[config.mk]
export PLATFORM = sky130hd
export DESIGN_NAME = scan_chain_ctrl
export DESIGN_NICKNAME = d
export VERILOG_FILES = /design/src/rtl/scan_chain_ctrl.sv
export SDC_FILE = /design/constraint.sdc
export NUM_CORES = 1
export LEC_CHECK = 0
export CAP_MARGIN = 15
export CORE_MARGIN = 2
export CORE_UTILIZATION = 56
export DETAILED_ROUTE_END_ITERATION = 10
export DONT_BUFFER_PORTS = 1
export MAX_ROUTING_LAYER = met4
export PLACE_DENSITY_LB_ADDON = 0.12
export SKIP_CTS_REPAIR_TIMING = 1
export SLEW_MARGIN = 10
export SYNTH_ARGS = -nofsm -noshare
export SYNTH_HDL_FRONTEND = slang
export SYNTH_SLANG_ARGS = --single-unit
[constraint.sdc]
create_clock -name CLK -period 1.9 [get_ports CLK]
set_clock_uncertainty 0.1 [all_clocks]
set_input_delay 0.095 -clock CLK [delete_from_list [all_inputs] [get_ports CLK]]
set_output_delay 0.095 -clock CLK [all_outputs]
set_load 0.02 [all_outputs]
[src/rtl/scan_chain_ctrl.sv]
// Scan chain test sequencer: shift-in, capture, shift-out
// for one pattern per START on a negedge muxed-scan chain.
module scan_chain_ctrl #(
  parameter int CHAIN_LEN = 8,
  parameter int CAPW      = 4
) (
  input  logic                 CLK,
  input  logic                 RST,
  input  logic                 START,
  input  logic                 ABORT,
  input  logic [CHAIN_LEN-1:0] PAT_IN,
  input  logic [CAPW-1:0]      CAP_CYCLES,
  input  logic                 SO,
  output logic                 SE,
  output logic                 SI,
  output logic                 CHAIN_CE,
  output logic                 CHAIN_SETB,
  output logic                 BUSY,
  output logic                 DONE,
  output logic [CHAIN_LEN-1:0] RESP_OUT
);

  localparam int CW = (CHAIN_LEN > 1) ? $clog2(CHAIN_LEN) : 1;
  localparam logic [CW-1:0] LAST = CW'(CHAIN_LEN - 1);
  localparam logic [CAPW-1:0] CAP_ONE = CAPW'(1);

  typedef enum logic [2:0] {
    S_IDLE,
    S_SHIFT_IN,
    S_CAPTURE,
    S_SHIFT_OUT,
    S_DONE
  } state_t;

  state_t                 r_state;
  logic                   r_se;
  logic                   r_si;
  logic                   r_ce;
  logic                   r_setb;
  logic                   r_busy;
  logic                   r_done;
  logic [CHAIN_LEN-1:0]   r_resp;
  logic [CHAIN_LEN-1:0]   r_sh;
  logic [CW-1:0]          r_cnt;
  logic [CAPW-1:0]        r_cap;
  logic [CHAIN_LEN-1:0]   w_sh_in;

  // Pattern bits leave at the MSB while SO responses enter at the LSB,
  // so one register serves both shift directions.
  assign w_sh_in = {r_sh[CHAIN_LEN-2:0], SO};

  assign SE         = r_se;
  assign SI         = r_si;
  assign CHAIN_CE   = r_ce;
  assign CHAIN_SETB = r_setb;
  assign BUSY       = r_busy;
  assign DONE       = r_done;
  assign RESP_OUT   = r_resp;

  // Test sequencer FSM with registered chain controls
  always_ff @(posedge CLK) begin
    if (RST) begin
      r_state <= S_IDLE;
      r_se    <= 1'b0;
      r_si    <= 1'b0;
      r_ce    <= 1'b0;
      r_setb  <= 1'b0;
      r_busy  <= 1'b0;
      r_done  <= 1'b0;
      r_resp  <= '0;
      r_sh    <= '0;
      r_cnt   <= '0;
      r_cap   <= '0;
    end else begin
      r_setb <= 1'b1;
      r_done <= 1'b0;
      if (ABORT) begin
        r_state <= S_IDLE;
        r_se    <= 1'b0;
        r_si    <= 1'b0;
        r_ce    <= 1'b0;
        r_busy  <= 1'b0;
      end else begin
        unique case (r_state)
          S_IDLE: begin
            if (START) begin
              r_state <= S_SHIFT_IN;
              r_sh    <= PAT_IN;
              r_cap   <= CAP_CYCLES;
              r_cnt   <= '0;
              r_si    <= PAT_IN[CHAIN_LEN-1];
              r_se    <= 1'b1;
              r_ce    <= 1'b1;
              r_busy  <= 1'b1;
            end
          end
          S_SHIFT_IN: begin
            if (r_cnt == LAST) begin
              r_cnt <= '0;
              r_si  <= 1'b0;
              if (r_cap == '0) begin
                // Flush: first response bit is already on SO
                r_state <= S_SHIFT_OUT;
                r_sh    <= w_sh_in;
              end else begin
                r_state <= S_CAPTURE;
                r_se    <= 1'b0;
              end
            end else begin
              r_cnt <= r_cnt + 1'b1;
              r_si  <= r_sh[CHAIN_LEN-2];
              r_sh  <= {r_sh[CHAIN_LEN-2:0], 1'b0};
            end
          end
          S_CAPTURE: begin
            if (r_cap == CAP_ONE) begin
              r_state <= S_SHIFT_OUT;
              r_se    <= 1'b1;
              r_sh    <= w_sh_in;
            end else begin
              r_cap <= r_cap - 1'b1;
            end
          end
          S_SHIFT_OUT: begin
            if (r_cnt == LAST) begin
              r_state <= S_DONE;
              r_resp  <= r_sh;
              r_done  <= 1'b1;
              r_se    <= 1'b0;
              r_ce    <= 1'b0;
            end else begin
              r_cnt <= r_cnt + 1'b1;
              r_sh  <= w_sh_in;
            end
          end
          S_DONE: begin
            r_state <= S_IDLE;
            r_busy  <= 1'b0;
          end
          default: begin
            r_state <= S_IDLE;
            r_se    <= 1'b0;
            r_ce    <= 1'b0;
            r_busy  <= 1'b0;
          end
        endcase
      end
    end
  end

endmodule
* Word-level counts from Yosys, hierarchy flattened
Cells that the tools add are included.
** Word-level totals
- Register bits :: 32
- Bits of input ports :: 17
- Output and inout port bits :: 14
- Word-level logic and storage cells :: 83
** Cells by class
- Add/subtract/negate cells :: 2
- Eq/ne operators :: 14
- Mux-type cells :: 32
- Bitwise gates (word level) :: 5
- Reductions and logical operators :: 19
** Operator list (count)
- 8-bit two-way mux :: 5
- 8-bit case mux with 4 select lines :: 1
- 3-bit two-way mux :: 7
- 2-bit != test, second input constant :: 7
- 3-bit case mux with 4 select lines :: 1
- 4-bit AND reduction :: 3
- 6-bit AND reduction :: 2
- 1-bit two-way mux :: 10
- 3-bit case mux with 3 select lines :: 1
- 3-bit OR reduction :: 3
- 4-bit two-way mux :: 2
- 4-bit case mux with 2 select lines :: 1
- 3-bit by 2-bit equality test with 1-bit output, second input constant :: 2
- 3-bit equality test, second input constant :: 2
- 3-bit AND reduction :: 2
- 1-bit NOT :: 5
- 1-bit case mux with 5 select lines :: 1
- 4-bit by 1-bit equality test with 1-bit output, second input constant :: 1
- 4-bit logical NOT :: 1
- 1-bit case mux with 2 select lines :: 2
- 2-bit AND reduction :: 2
- 2-bit nonzero test :: 2
- 4-bit nonzero test :: 1
- 4-bit by 1-bit subtractor with 4-bit output, second input constant :: 1
- other kinds (7) :: 7

* Logic depth before layout (Yosys ltp)
Gate-level depths: netlist of run 1.
- Depth in word-level cells :: 4
- Depth in mapped cells :: 8
- Mapped depth without buffers :: 6

* Least setup slack after synthesis of run 1
OpenSTA, ideal clock, no wires.
- Path type :: reg2reg
- Start :: register r_cnt[0]
- End :: register r_sh[2]
- Library setup time :: 0.134 ns
- Data arrival time :: 1.692 ns
- Path slack :: -0.026 ns
- Cell stages (with the launch flop) :: 9
- Path buffers :: 2
- Clock period less this slack :: 1.926 ns
- Cells stage by stage :: dfxtp_1 -> ha_1 -> ha_1 -> a311o_1 -> nand2b_4 -> buf_6 -> buf_6 -> o211ai_1 -> o41ai_1
** On the way
- Longest elaborated chain between the ends :: 3
- Elaborated cells between the ends (all ways) :: 6
- Classes of those cells :: 3 x eq/ne; 2 x mux; 1 x reduce/logical
** Ends and longest elaborated chain
- start, declared :: line 44 : logic [CW-1:0] r_cnt;
- start signal, assigned :: line 110 : r_cnt <= r_cnt + 1'b1;
- start signal, assigned :: line 132 : r_cnt <= r_cnt + 1'b1;
- 3-bit equality test * :: line 98, 125
- 3-bit != test (no line) (tied with other cells)
- 6-bit AND reduction (no line) or 8-bit case mux with 4 select lines (tied branches)
- end signal, assigned :: line 104 : r_sh <= w_sh_in;
- end signal, assigned :: line 112 : r_sh <= {r_sh[CHAIN_LEN-2:0], 1'b0};
- end signal, assigned :: line 133 : r_sh <= w_sh_in;
- end, declared :: line 43 : logic [CHAIN_LEN-1:0] r_sh;
Mark *: on every way between the ends. The rest lies on a longest branch, timed or not.
A chain may end at the register's enable or synchronous reset.

* Worst setup path in the final report of run 1
- Start :: register r_cap[0]
- End :: register r_sh[0]
** On the way
- Longest elaborated chain between the ends :: 3
- Elaborated cells between the ends (all ways) :: 5
- Classes of those cells :: 3 x eq/ne; 2 x reduce/logical
** Ends and longest elaborated chain
- start, declared :: line 45 : logic [CAPW-1:0] r_cap;
- start signal, assigned :: line 121 : r_cap <= r_cap - 1'b1;
- 4-bit by 1-bit equality test with 1-bit output or 4-bit logical NOT (tied branches) :: line 116, 101
- 2-bit != test (no line) or 3-bit != test (tied branches)
- 6-bit AND reduction (no line) *
- end signal, assigned :: line 112
- end signal, assigned :: line 119 : r_sh <= w_sh_in;
- end signal, assigned :: line 133
Marks and branches as above.

==> results of run 1 <==
-- layout make-up --
class                           instances  area (µm²)  area share, %
Inverter                                4        17.5          0.845
Timing Repair Buffer                   27         250           12.1
Clock buffer                            7        65.1           3.14
Tap cell                               31        38.8           1.87
Sequential cell                        32         644           31.1
Multi-Input combinational cell        132        1060           51.0
-- Yosys cell counts (2+ instances only) --
library cell	count	share of area [%]
nor3b_1	3	1.3
nand3b_1	2	0.89
ha_1	5	3.7
o21ai_0	5	1.5
clkbuf_1	5	1.1
a21o_1	2	0.89
nand2b_1	4	1.5
nor2_1	21	4.7
and4_1	2	1.0
buf_2	5	1.5
nand2_1	3	0.66
dfxtp_1	32	38
o21a_1	2	0.89
buf_6	4	2.7
a21oi_1	13	3.8
o211ai_1	6	2.7
a31oi_1	2	0.74
a2111oi_0	2	1.0
o211ai_2	2	1.5
a211oi_1	4	1.8
or3_1	2	0.74
inv_1	3	0.66
o41ai_2	2	1.9
nor3_1	2	0.59
mux2i_1	15	8.9
nor2b_1	4	1.5
nand3_1	2	0.59
o41ai_1	6	3.1
o21bai_1	2	0.89
-- registers in the layout (all words and copies together), names as in the netlist --
signal      count
BUSY            1
RESP_OUT        8
SE              1
r_cap           4
r_state         3
DONE            1
r_sh            8
r_cnt           3
CHAIN_CE        1
CHAIN_SETB      1
SI              1
-- how the worst max path moves through the flow --
stage	start	endpoint	cells after the start
floorplan	r_cnt[0]	r_sh[2]	8
global placement	r_cnt[0]	r_sh[3]	5
detailed placement	r_cnt[0]	r_cnt[0]	6
CTS	r_cnt[0]	r_sh[1]	5
global route	r_cap[1]	r_sh[0]	6
finish	r_cap[0]	r_sh[0]	6
-- power groups by stage --
stage	registers, µW	logic [µW]	clock network, µW
floorplan	725	108	0
global placement	732	113	0
detailed placement	732	119	0
CTS	717	120	438
global route	722	210	466
finish	719	192	430
-- placed cells by master, fill, tap and decap left out, types with 3 or more instances in the layout --
master,netlist,layout
o21ai_0,5,4
nor3b_1,3,3
o41ai_2,2,5
nand2b_4,1,3
clkbuf_4,0,5
nor2_1,21,21
o41ai_1,6,3
nand2_1,3,3
o211ai_1,6,6
dfxtp_1,32,29
mux2i_1,15,15
dfxtp_2,0,3
dlygate4sd3_1,0,14
a21oi_1,13,13
nor2b_1,4,3
nand2b_1,4,4
a211oi_1,4,4
buf_4,0,12
-- worst register-to-register path: stages (launching register included) --
cell and delay (ns):
dfxtp_2 0.35, inv_2 0.08, ha_4 0.13, or3b_4 0.39
a32o_4 0.37, o211ai_1 0.25, o41ai_2 0.11
-- per-layer routing --
metal / vias up / global-route usage [%] / wire (µm)
met3: 17 / 6.77 / 233
met1: 702 / 28.4 / 1820
met4: 0 / 9.42 / 141
met5: - / - / 0
met2: 46 / 38.3 / 2000
li1: 716 / - / -
-- stage by stage --
step | util [%] | total power (µW) | setup TNS (ns)
3_5_place_dp | 61.0 | 852 | -0.0563
3_3_place_gp | 61.0 | 845 | 0
5_1_grt | 73.9 | 1400 | -0.104
2_1_floorplan | - | 833 | 0
4_1_cts | 63.3 | 1280 | -0.214
6_report | 73.9 | 1340 | 0
-- kinds of logic after synthesis --
| group | count (synthesis) | share of synthesized area (%) |
|---|---|---|
| and+or+nand+nor | 54 | 18.8 |
| DFF | 32 | 37.8 |
| AOI/OAI and AO/OA | 54 | 24.2 |
| xor gates and xnor gates | 1 | 0.517 |
| buffers and inverters | 18 | 6.13 |
| muxes | 15 | 8.86 |
| adders and majority gates | 5 | 3.69 |
==> flow_metrics.py, run 1 <==
metrics = {
    "outcome": {
        "status": "finished with violations",
        "violations": "hold timing",
    },
    "floorplanning": {
        "io_pins": 31,
        "die-area_um2": 3480,
        "rows": 19,
        "start_util_pct": 60.4,
        "chipHeight_um": 59,
        "fp.dieW_um": 59,
        "coreArea_um2": 2810,
    },
    "finish": {
        "finalNonFillerCells": 233,
        "nNetsFinal": 224,
        "syn2layout_area_growth_pct": 22.3,
        "drive_above_1_share_pct": 24.8,
        "final_area_um2": 2070,
        "n_fill_cell": 203,
        "antennaDiodeCount": 0,
    },
    "pwr": {
        "seqPwrFrac_pct": 53.6,
        "irDropWorstVdd_mv": 0.397,
        "pwr-share-clk_pct": 32.1,
        "power_density_nw_per_um2": 647,
        "p_int_uw": 997,
        "p_comb_share_pct": 14.3,
        "switching_share_pct": 25.7,
        "p_sw_uw": 344,
        "p_leak_uw": 0.000839,
    },
    "synth": {
        "ys_ff_latch": 32,
        "yosysSeqAreaShare_pct": 37.8,
        "avgSynthCellArea_um2": 9.46,
        "yosysWarnings": 0,
        "synthArstFlopShare_pct": 0,
        "synthFlopType": "dfxtp_1",
        "postSynthCellCount": 179,
        "synth_edf_count": 0,
        "synthesis.area_um2": 1690,
        "synthesis.nets": 201,
        "synth.distinct_cells": 46,
    },
    "setup_path": {
        "worstPathMaxFanout": 8,
        "r2r-end": "r_sh[0]",
        "critPathBufInv": 1,
        "critical-path-max-stage-delay_ns": 0.39,
        "cp_slowest_cell": "or3b_4",
        "arrival_ns": 2.00,
        "worstSetupEndpointType": "flop",
        "cp.required_ns": 2.01,
        "crit_type": "flop to flop",
        "reg2reg_from": "r_cap[0]",
        "cp-start-kind": "flop",
        "path_cells": "inv_2 -> ha_4 -> or3b_4 -> a32o_4 -> o211ai_1 -> o41ai_2",
        "critPathTopFamily": "compound AO/OA/AOI/OAI gates",
        "r2r_setup_slack_ns": 0.01,
        "r2r_cells": 6,
    },
    "placed_design": {
        "port_buffers": 0,
        "place_hpwl_um": 2620,
        "place_area_um2": 1710,
        "post-place-ws_ns": -0.0375,
        "globalplace.congestion": 0.883,
        "dp_cells": 205,
    },
    "hold_path": {
        "min_from": "START",
        "hold_depth": 3,
        "hold_path.class": "input port to flop",
        "whs_endpoint": "BUSY",
    },
    "run": {
        "cap_violations": 0,
    },
    "clocking": {
        "clockBufferDepth": 2,
        "numClockSinks": 32,
        "cts_tree": "yes",
        "htree_levels": 2,
        "root_buffer": "clkbuf_4",
        "numCtsBuffers": 5,
        "clk_latency_ns": 0.33,
        "path_clk_slew_ns": 0.09,
    },
    "route": {
        "avgViaCountPerCell": 6.36,
        "wire_per_inst_um": 18.0,
        "routed_wl_um": 4190,
        "drt_iter0_markers": 89,
        "ant_nets": 0,
        "drc": 0,
        "dr_total_vias": 1481,
        "firstDrtPassIters": 4,
    },
    "sta": {
        "slew_violations": 0,
        "timing.hold.ws_ns": -0.0338,
        "slew_headroom_pct": 58.8,
        "max_slew.worst_pin.slew_ns": 0.614,
        "rsz0062_at_grt": "true",
        "finalCritPeriodShare_pct": 99.4,
        "finalWorstSetupSlack_ns": 0.0108,
        "clock.fmax_mhz": 529,
        "setup_violations": 0,
        "hold_viol": 2,
        "period_needed_ns": 1.89,
    },
    "global_routing": {
        "grt_pass1_vias": 1364,
        "antenna_found_initial": 0,
        "grt_max_degree": 28,
        "grt_pass1_wl_um": 6080,
        "track_usage_pct": 23.9,
        "overflow": 0,
    },
}
No activity file was read; power rests on OpenSTA's default activity.
==> inputs of run 2 (changes only) <==
--- a/config.mk
+++ b/config.mk
@@ -7,7 +7,8 @@
 export LEC_CHECK = 0
 export CAP_MARGIN = 15
 export CORE_MARGIN = 2
-export CORE_UTILIZATION = 56
+export CORE_UTILIZATION = 59
+export CTS_BUF_LIST = sky130_fd_sc_hd__clkbuf_4
 export DETAILED_ROUTE_END_ITERATION = 10
 export DONT_BUFFER_PORTS = 1
 export MAX_ROUTING_LAYER = met4
==> run 2 against run 1 <==
The run ends with setup timing left. Sequential cell count stayed put. Worst setup slack worse by 0.034 ns. Total power is 6.2% higher. Global-route usage is 0.20 points higher. First-iteration DRC count is 1.1% lower. Hold slack better by 0.047 ns. Critical endpoint is now r_sh[3]. Largest power group unchanged.
==> flow_metrics.py, run 2 (synthesized netlist as in run 1, its figures left out) <==
metrics = {
    "outcome": {
        "status": "finished with violations",
        "violations": "setup timing",
    },
    "hold_path": {
        "hold_path.class": "input port to flop",
    },
    "route": {
        "route.met2.wl_um": 2190,
        "wire_per_inst_um": 18.7,
        "dr.max_layer_used": "met4",
        "drc": 0,
        "drt_iter0_markers": 88,
        "routed_wl_um": 4350,
        "wl_met1_um": 1840,
        "wl_met3_um": 278,
        "ant_nets": 0,
        "firstDrtPassIters": 4,
        "dr_total_vias": 1489,
        "avgViaCountPerCell": 6.39,
    },
    "floorplanning": {
        "die-area_um2": 3320,
        "rows": 19,
        "fp.dieW_um": 57.6,
        "io_pins": 31,
        "coreArea_um2": 2730,
        "chipHeight_um": 57.6,
        "start_util_pct": 62.0,
    },
    "sta": {
        "setup_violations": 1,
        "slew_headroom_pct": 62.4,
        "setup_tns_ns": -0.0228,
        "period_needed_ns": 1.92,
        "finalCritPeriodShare_pct": 101,
        "rsz0062_at_grt": "true",
        "hold_viol": 0,
        "slew_violations": 0,
        "finalWorstSetupSlack_ns": -0.0228,
        "clock.fmax_mhz": 520,
        "max_slew.worst_pin.slew_ns": 0.564,
    },
    "setup_path": {
        "worstPathMaxFanout": 8,
        "worstSetupEndpointType": "flop",
        "cp-start-kind": "flop",
        "crit_type": "flop to flop",
        "cp.required_ns": 2.01,
        "arrival_ns": 2.03,
    },
    "pwr": {
        "p_leak_uw": 0.000854,
        "irDropWorstVdd_mv": 0.648,
        "seqPwrFrac_pct": 50.5,
        "power_density_nw_per_um2": 671,
        "total_power_uw": 1420,
        "p_comb_share_pct": 14.0,
        "p_sw_uw": 365,
        "pwr-share-clk_pct": 35.5,
        "switching_share_pct": 25.7,
        "p_int_uw": 1060,
    },
    "finish": {
        "final_common_cell": "dfxtp_1",
        "nNetsFinal": 223,
        "layout_common_cells": "28 x dfxtp_1, 21 x nor2_1, 15 x mux2i_1, 15 x dlygate4sd3_1, 13 x a21oi_1",
        "drive_above_1_share_pct": 26.2,
        "n_fill_cell": 184,
        "antennaDiodeCount": 0,
        "syn2layout_area_growth_pct": 25.3,
    },
    "clocking": {
        "clockBufferDepth": 2,
        "clk_latency_ns": 0.33,
        "root_buffer": "clkbuf_4",
        "cts_tree": "yes",
        "htree_levels": 2,
        "numCtsBuffers": 5,
        "numClockSinks": 32,
        "path_clk_slew_ns": 0.10,
    },
    "global_routing": {
        "grt_max_degree": 28,
        "grt_pass1_wl_um": 5890,
        "antenna_found_initial": 0,
        "track_usage_pct": 24.1,
        "grt_pass1_vias": 1303,
        "overflow": 0,
    },
    "run": {
        "cap_violations": 0,
    },
    "placed_design": {
        "port_buffers": 0,
        "globalplace.congestion": 0.846,
        "place_hpwl_um": 2500,
    },
}
==> run 2: cell type report <==
cell class / count / area (µm²) / area share (%)
flip-flops and latches: 32 / 648 / 30.5
clock inverters: 3 / 37.5 / 1.77
well taps: 31 / 38.8 / 1.83
clock buffers: 5 / 37.5 / 1.77
inverters: 4 / 20.0 / 0.943
repair buffers: 26 / 245 / 11.5
multi-input cells: 132 / 1100 / 51.6
==> run 2: path summary, 6_finish.rpt <==
kind | startpoint | to | slack [ns] | depth (start not counted)
worst max-delay path | r_cap[1] | r_sh[3] | -0.02 | 6
worst min-delay path | SO | r_sh[0] | 0.01 | 4
worst max register to register | r_cap[1] | r_sh[3] | -0.02 | 6
worst min register to register | r_sh[7] | r_sh[7] | 0.42 | 2
==> run 2: power groups by stage <==
stage / logic (µW) / registers, µW / clock network (µW)
floorplan: 108 / 725 / 0
global placement: 113 / 732 / 0
detailed placement: 117 / 732 / 0
CTS: 118 / 717 / 519
global route: 214 / 723 / 538
finish: 199 / 720 / 505
==> run 2: per-layer routing <==
metal / global-route usage (%) / vias to the layer above
met5: - / -
met4: 10.6 / 0
met3: 7.48 / 4
met2: 38.1 / 54
met1: 28.0 / 714
li1: - / 717
==> run 2: worst max-delay path: stages, from the launching register on <==
cell,delay [ns]
dfxtp_2,0.35
inv_4,0.09
ha_4,0.14
or3b_4,0.39
a32o_4,0.38
o211ai_1,0.25
o41ai_2,0.11
==> run 2: stage by stage <==
step,utilization (%),setup slack [ns],instance area (µm²),instances,hold slack [ns]
after floorplan,-,0.0123,1690,179,0.189
after global placement,62.3,0.0596,1700,204,0.0678
after detailed placement,62.3,-0.0416,1700,204,0.0706
after CTS,65.1,-0.0363,1780,212,-0.304
after global routing,77.7,-0.0672,2120,233,0.0308
final,77.7,-0.0228,2120,233,0.0133
